File: src/rtl/apb_bridge_pkg.sv
`default_nettype none
// +----------------------------------------------------------------------------+
// | Module   : apb_bridge_pkg                                                  |
// | Brief    : Shared encodings and helpers for the AHB-lite to APB4 bridge:   |
// |            FSM state codes, HTRANS/HRESP/HSIZE codes, strobe generation.  |
// | Revision : 1.0  initial release                                            |
// +----------------------------------------------------------------------------+
package apb_bridge_pkg;

    // Bridge FSM state encoding
    localparam logic [2:0] c_st_idle   = 3'd0;
    localparam logic [2:0] c_st_setup  = 3'd1;
    localparam logic [2:0] c_st_access = 3'd2;
    localparam logic [2:0] c_st_err1   = 3'd3;
    localparam logic [2:0] c_st_err2   = 3'd4;

    // AHB transfer types
    localparam logic [1:0] c_htrans_idle   = 2'b00;
    localparam logic [1:0] c_htrans_busy   = 2'b01;
    localparam logic [1:0] c_htrans_nonseq = 2'b10;
    localparam logic [1:0] c_htrans_seq    = 2'b11;

    // AHB responses
    localparam logic [1:0] c_hresp_okay  = 2'b00;
    localparam logic [1:0] c_hresp_error = 2'b01;

    // AHB transfer sizes the bridge supports
    localparam logic [2:0] c_hsize_byte = 3'b000;
    localparam logic [2:0] c_hsize_half = 3'b001;
    localparam logic [2:0] c_hsize_word = 3'b010;

    // Byte-lane strobes for a write of the given size at the given low address bits
    function automatic logic [3:0] apb_strb(input logic [2:0] size, input logic [1:0] addr_lo);
        logic [3:0] strb;
        case (size)
            c_hsize_byte: strb = 4'b0001 << addr_lo;
            c_hsize_half: strb = addr_lo[1] ? 4'b1100 : 4'b0011;
            c_hsize_word: strb = 4'b1111;
            default:      strb = 4'b0000;
        endcase
        return strb;
    endfunction

endpackage
`default_nettype wire

File: src/rtl/apb_bridge_rdmux.sv
`default_nettype none
// +----------------------------------------------------------------------------+
// | Module   : apb_bridge_rdmux                                                |
// | Brief    : Selects the addressed slave's prdata/pready/pslverr using the   |
// |            slave index latched in the address phase.                       |
// | Revision : 1.0  initial release                                            |
// +----------------------------------------------------------------------------+
module apb_bridge_rdmux #(
    parameter int NUM_SLV = 4,
    parameter int IDX_W   = 2
) (
    input  logic [IDX_W-1:0]      i_idx,
    input  logic [NUM_SLV*32-1:0] i_prdata,
    input  logic [NUM_SLV-1:0]    i_pready,
    input  logic [NUM_SLV-1:0]    i_pslverr,
    output logic [31:0]           o_prdata,
    output logic                  o_pready,
    output logic                  o_pslverr
);

    // An index with no slave behind it reads back as not-ready, no data
    always_comb begin
        o_prdata  = '0;
        o_pready  = 1'b0;
        o_pslverr = 1'b0;
        for (int i = 0; i < NUM_SLV; i++) begin
            if (i_idx == IDX_W'(i)) begin
                o_prdata  = i_prdata[32*i +: 32];
                o_pready  = i_pready[i];
                o_pslverr = i_pslverr[i];
            end
        end
    end

endmodule
`default_nettype wire

File: src/rtl/apb_bridge_ctrl.sv
`default_nettype none
// +----------------------------------------------------------------------------+
// | Module   : apb_bridge_ctrl                                                 |
// | Brief    : AHB-lite responder bridging single transfers onto an APB4 bus   |
// |            with NUM_SLV one-hot selected peripherals. Decode faults and    |
// |            pslverr become a two-cycle AHB ERROR response.                  |
// | Options  : APB_TIMEOUT_EN - abort ACCESS after TIMEOUT_CYC stalled cycles. |
// | Revision : 1.0  initial release                                            |
// +----------------------------------------------------------------------------+
module apb_bridge_ctrl #(
    parameter int NUM_SLV     = 4,
    parameter int SLV_SEL_LSB = 12,
    parameter int TIMEOUT_CYC = 256
) (
    input  logic                  pll_core_cpuclk,
    input  logic                  pad_cpu_rst_b,
    input  logic                  apb_hsel,
    input  logic [39:0]           apb_haddr,
    input  logic [2:0]            apb_hburst,
    input  logic [2:0]            apb_hsize,
    input  logic [1:0]            apb_htrans,
    input  logic                  apb_hwrite,
    input  logic [31:0]           apb_hwdata,
    output logic [31:0]           apb_hrdata,
    output logic                  apb_hready,
    output logic [1:0]            apb_hresp,
    output logic [31:0]           paddr,
    output logic [NUM_SLV-1:0]    psel,
    output logic                  penable,
    output logic                  pwrite,
    output logic [31:0]           pwdata,
    output logic [3:0]            pstrb,
    input  logic [NUM_SLV*32-1:0] prdata,
    input  logic [NUM_SLV-1:0]    pready,
    input  logic [NUM_SLV-1:0]    pslverr
);

    import apb_bridge_pkg::*;

    localparam int c_idx_w = (NUM_SLV > 1) ? $clog2(NUM_SLV) : 1;

    logic [2:0]         r_state;
    logic [2:0]         w_state_nxt;
    logic [31:0]        r_addr;
    logic               r_write;
    logic [2:0]         r_size;
    logic [c_idx_w-1:0] r_idx;
    logic [31:0]        r_pwdata;

    logic               w_req;
    logic               w_accept;
    logic               w_dec_err;
    logic               w_hready;
    logic [1:0]         w_hresp;
    logic [31:0]        w_hrdata;
    logic               w_timeout;
    logic [31:0]        w_sel_prdata;
    logic               w_sel_pready;
    logic               w_sel_pslverr;
    logic               w_unused;

    // Burst type is irrelevant: every beat is handled as a single transfer
    assign w_unused = ^{apb_hburst, TIMEOUT_CYC};

    apb_bridge_rdmux #(
        .NUM_SLV (NUM_SLV),
        .IDX_W   (c_idx_w)
    ) u_rdmux (
        .i_idx     (r_idx),
        .i_prdata  (prdata),
        .i_pready  (pready),
        .i_pslverr (pslverr),
        .o_prdata  (w_sel_prdata),
        .o_pready  (w_sel_pready),
        .o_pslverr (w_sel_pslverr)
    );

    // Only NONSEQ/SEQ on a selected bus are real transfer requests
    always_comb begin
        w_req = 1'b0;
        case (apb_htrans)
            c_htrans_nonseq, c_htrans_seq: w_req = apb_hsel;
            c_htrans_idle,   c_htrans_busy: w_req = 1'b0;
            default:                        w_req = 1'b0;
        endcase
    end

    // Out-of-window address, oversized or misaligned transfers never reach APB
    assign w_dec_err = (apb_haddr[39:32] != 8'h00)
                    || (apb_hsize > c_hsize_word)
                    || ((apb_hsize == c_hsize_half) && apb_haddr[0])
                    || ((apb_hsize == c_hsize_word) && (apb_haddr[1:0] != 2'b00));

    // Requests are only sampled while hready is high
    assign w_accept = w_req & w_hready;

`ifdef APB_TIMEOUT_EN
    localparam int              c_tmo_w    = (TIMEOUT_CYC > 1) ? $clog2(TIMEOUT_CYC) : 1;
    localparam logic [c_tmo_w-1:0] c_tmo_last = c_tmo_w'(TIMEOUT_CYC - 1);

    logic [c_tmo_w-1:0] r_tmo_cnt;

    // Count stalled ACCESS cycles; restart every time a new APB cycle is set up
    always_ff @(posedge pll_core_cpuclk or negedge pad_cpu_rst_b) begin
        if (!pad_cpu_rst_b) begin
            r_tmo_cnt <= '0;
        end else if (r_state == c_st_setup) begin
            r_tmo_cnt <= '0;
        end else if ((r_state == c_st_access) && !w_sel_pready) begin
            r_tmo_cnt <= r_tmo_cnt + 1'b1;
        end
    end

    assign w_timeout = (r_state == c_st_access) && !w_sel_pready && (r_tmo_cnt == c_tmo_last);
`else
    assign w_timeout = 1'b0;
`endif

    // State register
    always_ff @(posedge pll_core_cpuclk or negedge pad_cpu_rst_b) begin
        if (!pad_cpu_rst_b) begin
            r_state <= c_st_idle;
        end else begin
            r_state <= w_state_nxt;
        end
    end

    // Next-state and AHB response decode
    always_comb begin
        w_state_nxt = r_state;
        w_hready    = 1'b1;
        w_hresp     = c_hresp_okay;
        w_hrdata    = '0;
        case (r_state)
            c_st_idle: begin
                if (w_req) w_state_nxt = w_dec_err ? c_st_err1 : c_st_setup;
            end
            c_st_setup: begin
                w_hready    = 1'b0;
                w_state_nxt = c_st_access;
            end
            c_st_access: begin
                if (w_timeout) begin
                    w_hready    = 1'b0;
                    w_state_nxt = c_st_err1;
                end else if (!w_sel_pready) begin
                    w_hready    = 1'b0;
                end else if (w_sel_pslverr) begin
                    w_hready    = 1'b0;
                    w_state_nxt = c_st_err1;
                end else begin
                    w_hrdata = r_write ? 32'h0 : w_sel_prdata;
                    if (w_req) w_state_nxt = w_dec_err ? c_st_err1 : c_st_setup;
                    else       w_state_nxt = c_st_idle;
                end
            end
            c_st_err1: begin
                w_hready    = 1'b0;
                w_hresp     = c_hresp_error;
                w_state_nxt = c_st_err2;
            end
            c_st_err2: begin
                w_hresp = c_hresp_error;
                if (w_req) w_state_nxt = w_dec_err ? c_st_err1 : c_st_setup;
                else       w_state_nxt = c_st_idle;
            end
            default: begin
                w_state_nxt = c_st_idle;
            end
        endcase
    end

    // Address-phase capture; held stable until the next accepted transfer
    always_ff @(posedge pll_core_cpuclk or negedge pad_cpu_rst_b) begin
        if (!pad_cpu_rst_b) begin
            r_addr  <= '0;
            r_write <= 1'b0;
            r_size  <= '0;
            r_idx   <= '0;
        end else if (w_accept) begin
            r_addr  <= apb_haddr[31:0];
            r_write <= apb_hwrite;
            r_size  <= apb_hsize;
            r_idx   <= apb_haddr[SLV_SEL_LSB +: c_idx_w];
        end
    end

    // Write data arrives in the SETUP cycle; hold it for the ACCESS phase
    always_ff @(posedge pll_core_cpuclk or negedge pad_cpu_rst_b) begin
        if (!pad_cpu_rst_b) begin
            r_pwdata <= '0;
        end else if (r_state == c_st_setup) begin
            r_pwdata <= apb_hwdata;
        end
    end

    assign apb_hready = w_hready;
    assign apb_hresp  = w_hresp;
    assign apb_hrdata = w_hrdata;

    assign psel    = ((r_state == c_st_setup) || (r_state == c_st_access))
                   ? (NUM_SLV'(1) << r_idx) : '0;
    assign penable = (r_state == c_st_access);
    assign paddr   = r_addr;
    assign pwrite  = r_write;
    assign pwdata  = (r_state == c_st_setup) ? apb_hwdata : r_pwdata;
    assign pstrb   = r_write ? apb_strb(r_size, r_addr[1:0]) : 4'b0000;

endmodule
`default_nettype wire

File: config.mk
export PLATFORM = sky130hd
export DESIGN_NAME = apb_bridge_ctrl
export DESIGN_NICKNAME = d
export VERILOG_FILES = /design/src/rtl/apb_bridge_pkg.sv /design/src/rtl/apb_bridge_rdmux.sv /design/src/rtl/apb_bridge_ctrl.sv
export SDC_FILE = /design/constraint.sdc
export NUM_CORES = 1
export LEC_CHECK = 0
export ABC_AREA = 1
export CORE_AREA = 2 2 129 131
export CTS_CLUSTER_SIZE = 16
export DETAILED_ROUTE_END_ITERATION = 8
export DIE_AREA = 0 0 131 133
export PLACE_DENSITY = 0.67
export SLEW_MARGIN = 20
export SYNTH_ARGS = -nofsm -noshare
export SYNTH_HDL_FRONTEND = slang
export SYNTH_SLANG_ARGS = --single-unit
File: constraint.sdc
create_clock -name pll_core_cpuclk -period 2.7 [get_ports pll_core_cpuclk]
set_input_delay 0.81 -clock pll_core_cpuclk [delete_from_list [all_inputs] [get_ports pll_core_cpuclk]]
set_output_delay 0.81 -clock pll_core_cpuclk [all_outputs]
set_load 0.01 [all_outputs]
==> results of run 1 <==
==> cells by family after synthesis <==
kind of cell / Yosys count / share of synthesized area [%]
simple gates: 252 / 29.8
compound gates: 91 / 12.3
buf+inv: 73 / 8.76
flops: 71 / 40.8
mux: 32 / 8.27
other cells: 1 / 0.0861
==> through the flow <==
stage	std cells	cell area (um^2)	hold slack, ns	TNS (ns)
2_1_floorplan	520	4360	0.465	0
3_3_place_gp	1063	8000	0.453	-36.31
3_5_place_dp	1063	8000	0.459	-37.96
4_1_cts	1103	8670	0.448	-3.07
5_1_grt	1103	8900	0.471	-4.15
6_report	1103	8900	0.446	-1.49
==> worst paths after layout <==
path                                       startpoint               endpoint  slack (ns)
worst max-delay path            paddr[12]$_DFFE_PN0P_         apb_hrdata[23]       -0.13
max in group asynchronous               pad_cpu_rst_b  paddr[25]$_DFFE_PN0P_        1.68
min in group pll_core_cpuclk    paddr[14]$_DFFE_PN0P_  paddr[14]$_DFFE_PN0P_        0.47
worst min register to register  paddr[14]$_DFFE_PN0P_  paddr[14]$_DFFE_PN0P_        0.47
worst min-delay path                    pad_cpu_rst_b  paddr[23]$_DFFE_PN0P_        0.45
worst max register to register  paddr[12]$_DFFE_PN0P_   paddr[9]$_DFFE_PN0P_        0.26
==> flip-flops by register name (all words and copies together) (netlist names) <==
name / flops
paddr: 32
pwrite: 1
r_pwdata: 32
r_size: 3
r_state: 3
==> layout by cell type (no fill, tap or decap), drive strengths merged, types with 3 or more instances in the layout <==
cell	n
clkdlybuf4s50	241
nand2	137
buf	111
nand3	73
dfrtp	71
o21ai	61
inv	33
mux2	32
nor3	24
clkdlybuf4s15	20
nor2	14
a211oi	13
o221ai	13
clkbuf	12
dlygate4sd2	11
clkinv	4
a21oi	3
==> routing by layer <==
metal  vias up  part of all wire (%)
met2       223                    50
met4         0                   3.4
met3        46                   9.0
met5         -                     0
met1      2373                    37
li1       2485                     -
==> worst reg2reg max path, delay by kind of cell, from the launching register on <==
family	cells	cell delay, ns
buf+inv	5	1.10
simple gates	8	0.77
flops	1	0.47
==> Yosys cell counts, drive strengths merged <==
master  number  area, um^2
nand2      137         544
nand3       73         523
dfrtp       71        1780
o21ai       61         305
inv         32         120
mux2        32         360
buf         26         205
nor3        24         131
clkbuf      15        56.3
nor2        14        60.1
a211oi      13        97.6
o221ai      13         114
a21oi        3        15.0
or2          2        12.5
conb         1        3.75
nand3b       1        20.0
nand4        1        6.26
o22ai        1        6.26
==> layout make-up <==
class	count	area, um^2	area share (%)
clock buffers	9	225	2.53
repair buffers	388	3790	42.6
well taps	220	275	3.09
inverters	32	128	1.43
clock inverters	7	96.3	1.08
multi-input cells	376	2600	29.2
flip-flops and latches	71	1780	20.0
==> where the power goes <==
group / switching, mW / total (mW) / leakage [nW] / internal (mW)
Combinational: 3.02 / 5.90 / 2.96 / 2.89
Clock: 0.462 / 1.27 / 0.160 / 0.811
Sequential: 0.275 / 1.86 / 0.856 / 1.58
Total: 3.75 / 9.04 / 3.98 / 5.28
==> timing repair <==
action                                  in CTS  in global routing
setup buffers                               18                  1
gates resized for setup                    296                 69
gates cloned                                 6                  1
pin swaps                                   19                 12
endpoints found under the setup margin      73                 57
==> results.txt, run 1 <==
The flow ran to the end, but the final reports show violations. The checks that failed: negative setup slack. The via count of the first global-routing pass came to 5086. In this design, the largest share of critical-path delay is due to buffers and inverters. Summing the sequential cell areas from Yosys gives 40.8% of the chip area. The number of hold-slack violations in the final timing report is 0.

Traced cell by cell, the critical path runs through buf_6 > nand2_4 > or2_4 > nand2_4 > nand3_4 > buf_12 > buf_16 > a211oi_4 > buf_2. The TritonCTS buffer count came out at 9. The weighted congestion reported at the end of routability-driven placement is 0.879. The number of max-slew violations in the final report is 0. In this run the most used layer during global routing was met2. Setup repair after global routing could not meet its margin everywhere. The share of the core filled with cells is 55.0%.

The fill cell instance count of the final layout is 1487. The wire length of the first global-routing pass came out at 27.2 mm. The global routing met1 resource utilization is 22.4%. The count of yosys warnings during synthesis came out at 0. The number of buffers and inverters on the critical path is 4.

The number of instances in the synthesized netlist is 520. The count of nets left with antenna violations once routing finished came out at 0. The per-cell via count in the routed design is 4.65. The floorplan die width came out at 131 um. The clock transition at the registers of the reported paths came out at 0.06 ns. The share of layout cells above drive strength 1 came out at 30.1%. The post-placement worst setup slack came out at -0.773 ns. The final HPWL from detailed placement came out at 13.6 mm. The maximum net fanout on the critical path came out at 7. The met3 usage in global routing came out at 6.03%.

The maximum operating frequency is 353 MHz. At the later pin of the worst-skew pair, clock insertion delay measures 0.33 ns. The tree is rooted in a sky130_fd_sc_hd__clkbuf_16. The CTS tree is done. The total nets after synthesis is 740.

The initial DRC count came out at 148. The worst setup path is launched from a flop. The vertical die dimension is 133 um.

The count of cell instances traversed by the critical path came out at 9. The antenna cell count is 0. The overall global routing resource usage is 20.3%.

After floorplanning, the core was sized to cover 16200 um^2. In the global route stage, met2 resource usage came out at 36.3%. The routed wirelength normalized by instance count is 17.2 um. On the worst path, the slowest cell contributes a delay of 0.47 ns. Yosys mapped the design onto 31 distinct sky130hd cell types.

STA classifies the critical path endpoint as an output port. The arrival time of data at the critical path endpoint is 2.02 ns. The total number of H-tree levels came out at 3.

The areal power density over the cells is 1020 nW/um^2. The buffer levels on the longest clock path came out at 2. The number of input and output port buffers inserted is 323.

Max-cap violations in this run came to 0. The final layout net count is 1098. The worst setup skew after layout is 0.00442 ns. The residual DRC count is 0. The final setup violation count came out at 27. The wire length after detailed routing is 18.9 mm.

The total die area is 17400 um^2. The synthesis-to-finish area growth is 104%. The time the worst path needs with I/O delays and setup is 2.83 ns. The worst supply voltage drop on vdd came out at 639 uV.

The number of antenna violations at the first check in global routing is 0. The number of synthesized register bits is 71. The depth of the worst register-to-register path came out at 13. The required time of the critical path is 1.89 ns.

By instance count, the cell type seen most on the critical path is sky130_fd_sc_hd__nand2_4. The critical path in this run is classified as reg -> out. The count of hold-fix buffers inserted at cts is 0. For this design, the slowest cell found on the critical path is sky130_fd_sc_hd__dfrtp_2. The leakage component of the power came out at 3.98 nW. The synthesized cell area came out at 4360 um^2. The tightest min-delay check is of the in -> async type. For this block, the via count after detailed routing is 5127. The transition time of the tightest slew-check pin came out at 0.559 ns. The maximum number of pins on one net before global-route repair is 38.

The total congestion overflow after global routing came out at 0. For this configuration, the core starts out at a cell density of 26.9%. The worst slew margin relative to its limit is 62.7%.

The average cell area after synthesis came out at 8.38 um^2. Summing internal, switching and leakage power gives 9.04 mW. The total I/O pin count is 329. The row count is 47. Of the available clock period, the critical path in the final layout requires 105%. The number of iterations in the first detailed-routing pass is 4.

For this design, the sink count on the clock tree is 71. The setup slack of the critical path after layout is -0.132 ns.
No activity file was read; power rests on OpenSTA's default activity.
==> inputs of run 2 (changes only) <==
--- a/config.mk
+++ b/config.mk
@@ -7,4 +7,5 @@
 export LEC_CHECK = 0
 export ABC_AREA = 1
+export CAP_MARGIN = 25
 export CORE_AREA = 2 2 129 131
 export CTS_CLUSTER_SIZE = 16
==> constraint.sdc (replaced) <==
create_clock -name pll_core_cpuclk -period 2.7 [get_ports pll_core_cpuclk]
set_input_delay 0.54 -clock pll_core_cpuclk [delete_from_list [all_inputs] [get_ports pll_core_cpuclk]]
set_output_delay 0.54 -clock pll_core_cpuclk [all_outputs]
set_load 0.01 [all_outputs]
==> run 2 against run 1 <==
  * The flow now finishes without violations
  * Via count is 4.1% lower
  * Worst hold slack worse by 0.26 ns
  * Critical path depth is 1 lower
  * Clock power is 6% lower
  * Register-to-register slack better by 0.09 ns
  * Critical endpoint is now apb_hrdata[12]
  * Largest power group unchanged
==> results.txt, run 2 (synthesis gave the netlist of run 1 again) <==
The areal power density over the cells is 986 nW/um^2 (-2.8%). The share of total power in sequential cells came out at 22.8% (+2.2 points). The routed wirelength normalized by instance count is 16.1 um (-6.4%). The initial DRC count came out at 173 (+17%). The total via count in the routed design came out at 4918 (-4.1%).

The starting utilization of the core area came to 26.9% (unchanged). The post-route clock period utilization came to 95.8% (-9.1 points). The leakage component of the power is 3.55 nW (-11%). The largest stage delay on the critical path is 0.44 ns (-0.03 ns). The worst setup path is of the reg -> out kind.

The final layout net count was 1066 (-2.9%). The number of hold-slack violations in the final timing report is 0 (unchanged). The worst-skew pair later-pin latency is 0.33 ns (about the same). The part of the total power dissipated in combinational logic came out at 62.3% (-3.0 points).

The TritonCTS buffer count is 9 (unchanged). The number of max-slew violations in the final report is 0 (unchanged). The worst setup skew after layout is 0.00427 ns (-0.000150 ns). The total congestion overflow after global routing is 0 (unchanged). TritonCTS built the clock tree.

The signal on the critical path passes through buf_4 > o21ai_0 > nand3_1 > nand2_2 > nand3_4 > buf_12 > nor3_1 > dlygate4sd2_1. The number of input and output port buffers inserted is 323 (unchanged). The core footprint came out at 16200 um^2 (unchanged). The row count came out at 47 (unchanged).

The maximum number of pins on one net before global-route repair came out at 48 (+26%). The worst slew margin relative to its limit is 62.1% (-0.58 points). The number of violations of the max-capacitance limit came out at 0 (unchanged). The endpoint class of the critical path is an output port. The switching portion of total power is 40.0% (-1.5 points).

The worst supply voltage drop on vdd is 616 uV (-3.7%). The wire length of the first global-routing pass is 25.9 mm (-5.0%). The share of layout cells above drive strength 1 is 17.7% (-12 points). The number of antenna-violating nets in the routed design is 0 (unchanged). The clock network fraction of total power is 14.9% (+0.8 points).

The clock transition at the registers of the reported paths came out at 0.06 ns (about the same). The arrival time of data at the critical path endpoint came out at 2.05 ns (+0.03 ns). In this run the worst hold path is classified as in -> async. The number of antenna violations at the first check in global routing came out at 0 (unchanged). The total power consumption of the routed design came to 8.04 mW (-11%). The maximum operating frequency came out at 387 MHz (+9.5%). The vertical die dimension is 133 um (unchanged).

The depth of the worst register-to-register path is 12 (-1). The net switching power of the design was 3.22 mW (-14%). The required time of the critical path came out at 2.16 ns (+0.27 ns). The antenna cell count is 0 (unchanged). The floorplan die width came out at 131 um (unchanged).

The critical path launch point type is a flop. The final HPWL from detailed placement was 13.2 mm (-2.7%). The run finished with clean final reports. The total number of H-tree levels came out at 3 (unchanged). The number of iterations in the first detailed-routing pass was 4 (unchanged). Setup repair after global routing left no endpoint under its margin. The via count of the first global-routing pass is 4848 (-4.7%).

The transition time of the tightest slew-check pin is 0.568 ns (+0.00872 ns). The buffer levels on the longest clock path came out at 2 (unchanged). The count of hold-fix buffers inserted at cts came out at 0 (unchanged). The overall global routing resource usage is 19.2% (-1.2 points). The per-cell via count in the routed design came to 4.59 (-1.2%). The tightest hold margin was 0.186 ns (-0.259 ns). The slowest stage of the critical path belongs to the cell sky130_fd_sc_hd__dfrtp_2. The root buffer cell chosen for the clock tree is sky130_fd_sc_hd__clkbuf_16.

The final setup violation count is 0 (-100%). The weighted congestion reported at the end of routability-driven placement came to 0.852 (-3.0%). Relative to the synthesized area, the layout overhead comes to 87.1%. The maximum net fanout on the critical path is 31 (+24). The wire length after detailed routing is 17.2 mm (-9.1%).

The leading cell type in the layout, fill and taps excluded is sky130_fd_sc_hd__clkdlybuf4s50_1. The total I/O pin count came out at 329 (unchanged). The number of sinks on the clock net is 71 (unchanged). The internal power came to 4.82 mW (-8.8%). The total die area is 17400 um^2 (unchanged). The share of the core filled with cells is 50.4% (-4.6 points).

The time the worst path needs with I/O delays and setup was 2.59 ns (-0.245 ns). In the layout the commonest cells are 289 x sky130_fd_sc_hd__clkdlybuf4s50_1, 131 x sky130_fd_sc_hd__nand2_1, 68 x sky130_fd_sc_hd__dfrtp_1. The residual DRC count is 0 (unchanged).
==> run 2: layer usage <==
| layer | global-route usage (%) | share of wire, % | up-vias |
|---|---|---|---|
| met1 | 21.2 | 37 | 2251 |
| met3 | 6.47 | 11 | 35 |
| met5 | 0 | 0 | - |
| met2 | 33.9 | 49 | 221 |
| met4 | 6.68 | 2.8 | 0 |
| li1 | - | - | 2411 |
==> run 2: final timing paths <==
kind                                             from                     to  slack, ns
worst max-delay path            paddr[13]$_DFFE_PN0P_         apb_hrdata[12]       0.11
worst min-delay path                    pad_cpu_rst_b  paddr[21]$_DFFE_PN0P_       0.19
worst max register to register  paddr[13]$_DFFE_PN0P_   paddr[9]$_DFFE_PN0P_       0.35
worst min register to register  paddr[30]$_DFFE_PN0P_  paddr[30]$_DFFE_PN0P_       0.47
max in group asynchronous               pad_cpu_rst_b  paddr[31]$_DFFE_PN0P_       1.86
min in group pll_core_cpuclk    paddr[30]$_DFFE_PN0P_  paddr[30]$_DFFE_PN0P_       0.47
==> run 2: critical path: cells and delay by family (launching register included) <==
family | cells | cell delay [ns]
AOI/OAI and AO/OA | 1 | 0.15
and+or+nand+nor | 4 | 0.49
DFF | 1 | 0.44
buffers and inverters | 3 | 0.63
==> run 2: what timing repair did <==
action                     4_1_cts  5_1_grt
gates resized for setup         41       49
gates cloned                     0        0
buffers inserted                 1        3
pin swaps                        0        1
setup endpoints to repair       48       54
==> run 2: area by class of cell <==
cell class,instances,area (um^2)
Fill cell,1551,8020
Timing Repair Buffer,356,3460
Multi-Input combinational cell,376,2210
Sequential cell,71,1780
Tap cell,220,275
Clock buffer,11,243
Inverter,32,120
Clock inverter,5,56.3
==> run 2: metrics by stage <==
stage	setup TNS (ns)	instances	instance area [um^2]	worst slack, ns
floorplan	0	520	4360	0.637
global route	0	1071	8150	0.000996
global placement	-5.12	1051	7910	-0.208
CTS	0	1068	8190	0.00363
finish	0	1071	8150	0.113
detailed placement	-6.48	1051	7910	-0.270
==> run 2: power by group through the flow <==
stage / registers (mW) / clock network, mW / logic (mW)
CTS: 1.84 / 1.23 / 5.05
finish: 1.83 / 1.20 / 5.01
global placement: 1.83 / 0 / 5.05
global route: 1.89 / 1.28 / 5.48
detailed placement: 1.85 / 0 / 5.07
floorplan: 1.89 / 0 / 2.61
==> inputs of run 3 (changes only) <==
SETUP_SLACK_MARGIN = 0.4   (was default)
==> run 3 against run 2 <==
  * Clock power is essentially flat
  * Utilization grew 2.5 points
  * Combinational power grew 13%
==> results.txt, run 3 (synthesis gave the netlist of run 1 again) <==
The worst-skew pair later-pin latency came to 0.33 ns (about the same). Setup repair after global routing could not meet its margin everywhere. The endpoint class of the critical path is an output port. The run finished with clean final reports. The residual DRC count is 0 (unchanged). The areal power density over the cells came to 1020 nW/um^2 (+3.0%).

The worst slew margin relative to its limit came to 64.7% (+2.6 points). The cell chosen for the clock root is sky130_fd_sc_hd__clkbuf_16. The slowest stage of the critical path belongs to the cell sky130_fd_sc_hd__clkdlybuf4s50_1. The vertical die dimension is 133 um (unchanged). The share of layout cells above drive strength 1 came out at 29.0% (+11 points). The post-route clock period utilization is 95.4% (-0.41 points). The antenna cell count came out at 0 (unchanged). The part of the total power dissipated in combinational logic came out at 65.1% (+2.8 points). The leakage component of the power is 3.90 nW (+10%).

The depth of the worst register-to-register path is 19 (+7). The total die area came to 17400 um^2 (unchanged). The wire length of the first global-routing pass was 27.5 mm (+6.2%). The initial DRC count is 144 (-17%). The net switching power of the design came out at 3.55 mW (+10%). The number of input and output port buffers inserted is 323 (unchanged). The signal on the critical path passes through clkdlybuf4s50_1 > nand2_1 > nand2_4 > nand3b_4 > nand2_2 > nand3_4 > buf_16 > a211oi_1 > buf_2.

The TritonCTS buffer count came out at 9 (unchanged). The worst setup path is launched from an input port. The switching portion of total power is 40.8% (+0.77 points). The area of combinational cells with multiple inputs is 2340 um^2 (+5.8%). The routed length on met3 is 1.88 mm (+3.6%). The critical path class is in -> out. The arrival time of data at the critical path endpoint came to 2.04 ns (about the same). The number of max-slew violations in the final report is 0 (unchanged). The startpoint of the most critical register-to-register path is paddr[13]$_DFFE_PN0P_. The share of total power in sequential cells came out at 21.2% (-1.6 points). The total negative slack for setup checks is 0 ns (unchanged).

The count of hold-fix buffers inserted at cts came out at 0 (unchanged). The internal power came to 5.14 mW (+6.7%). The number of sinks on the clock net is 71 (unchanged). The transition time of the tightest slew-check pin came out at 0.529 ns (-0.0390 ns).

The total congestion overflow after global routing was 0 (unchanged). TritonCTS built the clock tree. The count of non-filler cells in the finished layout came to 1111 (+3.7%). The total I/O pin count came out at 329 (unchanged). The number of antenna-violating nets in the routed design is 0 (unchanged).

The required time of the critical path was 2.16 ns (about the same). The final HPWL from detailed placement is 13.2 mm (unchanged). The count of cell instances traversed by the critical path is 9 (+1).

The total via count in the routed design came out at 5108 (+3.9%). The maximum operating frequency is 388 MHz (+0.43%). The largest stage delay on the critical path is 0.45 ns (about the same). In the layout the commonest cells are 246 x sky130_fd_sc_hd__clkdlybuf4s50_1, 130 x sky130_fd_sc_hd__nand2_1, 68 x sky130_fd_sc_hd__dfrtp_1.

The setup slack on the worst flop-to-flop path is 0.20 ns (-0.15 ns). The floorplan die width came out at 131 um (unchanged). The via count of the first global-routing pass was 5121 (+5.6%). The per-cell via count in the routed design is 4.60 (+0.12%). The starting utilization of the core area was 26.9% (unchanged). The weighted congestion reported at the end of routability-driven placement came out at 0.852 (unchanged).

The worst hold path belongs to the class in -> async. The buffer levels on the longest clock path came out at 2 (unchanged). The final setup violation count came to 0 (unchanged).

The gate family responsible for the most delay along the worst path is buffers and inverters. The leading cell type in the layout, fill and taps excluded is sky130_fd_sc_hd__clkdlybuf4s50_1. The core footprint came to 16200 um^2 (unchanged). The clock transition at the registers of the reported paths is 0.06 ns (about the same). The overall global routing resource usage is 20.5% (+1.3 points). The wire length after detailed routing is 18.7 mm (+8.3%). The footprint of the flip-flops and latches came to 1780 um^2 (unchanged).

The maximum net fanout on the critical path came out at 15 (-52%). The total power consumption of the routed design came out at 8.69 mW (+8.1%). The number of antenna violations at the first check in global routing came out at 0 (unchanged).

The buffer and inverter count on the worst path is 3 (unchanged). The fill cell instance count of the final layout came out at 1541 (-0.64%). Tracing the worst setup path back leads to its startpoint at pready[1].

The maximum number of pins on one net before global-route repair is 48 (unchanged). The count of placed standard cells including taps came out at 1051 (unchanged). The final layout net count came out at 1106 (+3.8%). The number of hold-slack violations in the final timing report came out at 0 (unchanged). The met2 routed wirelength is 9.42 mm (+11%). The worst supply voltage drop on vdd was 546 uV (-11%).

The time the worst path needs with I/O delays and setup came out at 2.58 ns (-0.0110 ns). The detailed router used layers up to and including met4. The clock network fraction of total power came out at 13.8% (-1.1 points).

The synthesis-to-finish area growth came out at 96.3%. The number of iterations in the first detailed-routing pass came out at 5 (+1). The routed wirelength normalized by instance count came to 16.8 um (+4.4%). The endpoint of the most critical setup path is apb_hrdata[25]. The endpoint identified for the worst register-to-register timing path is r_state[1]$_DFFE_PN0P_. The row count is 47 (unchanged).

The sum of routed wire segments on met1 is 6.84 mm (+6.2%). The number of violations of the max-capacitance limit came to 0 (unchanged). The worst setup skew after layout is 0.00512 ns (+0.000847 ns). The total number of H-tree levels is 3 (unchanged).
==> run 3: changes by cell type in the layout (fill, tap and decap cells not counted), sizes merged <==
cell / change
clkdlybuf4s15: -1
buf: +74
clkbuf: +15
dlymetal6s2s: +1
dlygate4sd2: -6
clkdlybuf4s50: -43
==> run 3: worst min-delay path by stage <==
stage	from	to	slack, ns	cells past startpoint
floorplan	pad_cpu_rst_b	paddr[0]$_DFFE_PN0P_	0.24	0
global placement	paddr[31]$_DFFE_PN0P_	paddr[31]$_DFFE_PN0P_	0.45	2
detailed placement	paddr[28]$_DFFE_PN0P_	paddr[28]$_DFFE_PN0P_	0.46	2
CTS	pad_cpu_rst_b	paddr[23]$_DFFE_PN0P_	0.21	1
global route	pad_cpu_rst_b	paddr[23]$_DFFE_PN0P_	0.23	1
finish	pad_cpu_rst_b	paddr[21]$_DFFE_PN0P_	0.19	1
==> run 3: metrics by stage <==
stage	cell area (um^2)	hold slack, ns	utilization (%)	setup slack (ns)
2_1_floorplan	4360	0.244	-	0.637
3_3_place_gp	7910	0.453	48.9	-0.208
3_5_place_dp	7910	0.459	48.9	-0.270
4_1_cts	8570	0.207	53.0	0.109
5_1_grt	8550	0.229	52.9	0.0530
6_report	8550	0.189	52.9	0.124
==> run 3: what timing repair did <==
action	in CTS	in global routing
endpoints found under the setup margin	111	108
endpoints found under the hold margin	0	0
buffers inserted	34	6
gates cloned	3	1
pin swaps	7	6
resized for setup	201	123
==> run 3: power by group through the flow <==
stage | clock network (mW) | registers [mW] | logic (mW)
after floorplan | 0 | 1.89 | 2.61
after global placement | 0 | 1.83 | 5.05
after detailed placement | 0 | 1.85 | 5.07
after CTS | 1.23 | 1.85 | 5.49
after global routing | 1.28 | 1.90 | 6.14
final | 1.20 | 1.84 | 5.65
==> run 3: cell type report <==
class / count / area share [%]
clock buffer: 11 / 2.84
clock inverter: 5 / 0.658
inverter: 32 / 1.43
multi-input combinational: 376 / 27.4
sequential: 71 / 20.8
tap: 220 / 3.22
timing repair buffer: 396 / 43.7
==> run 3: routing by layer <==
metal | track usage, % | vias to the layer above
met5 | 0 | -
met1 | 22.4 | 2349
met3 | 6.47 | 40
li1 | - | 2490
met2 | 36.9 | 229
met4 | 7.15 | 0
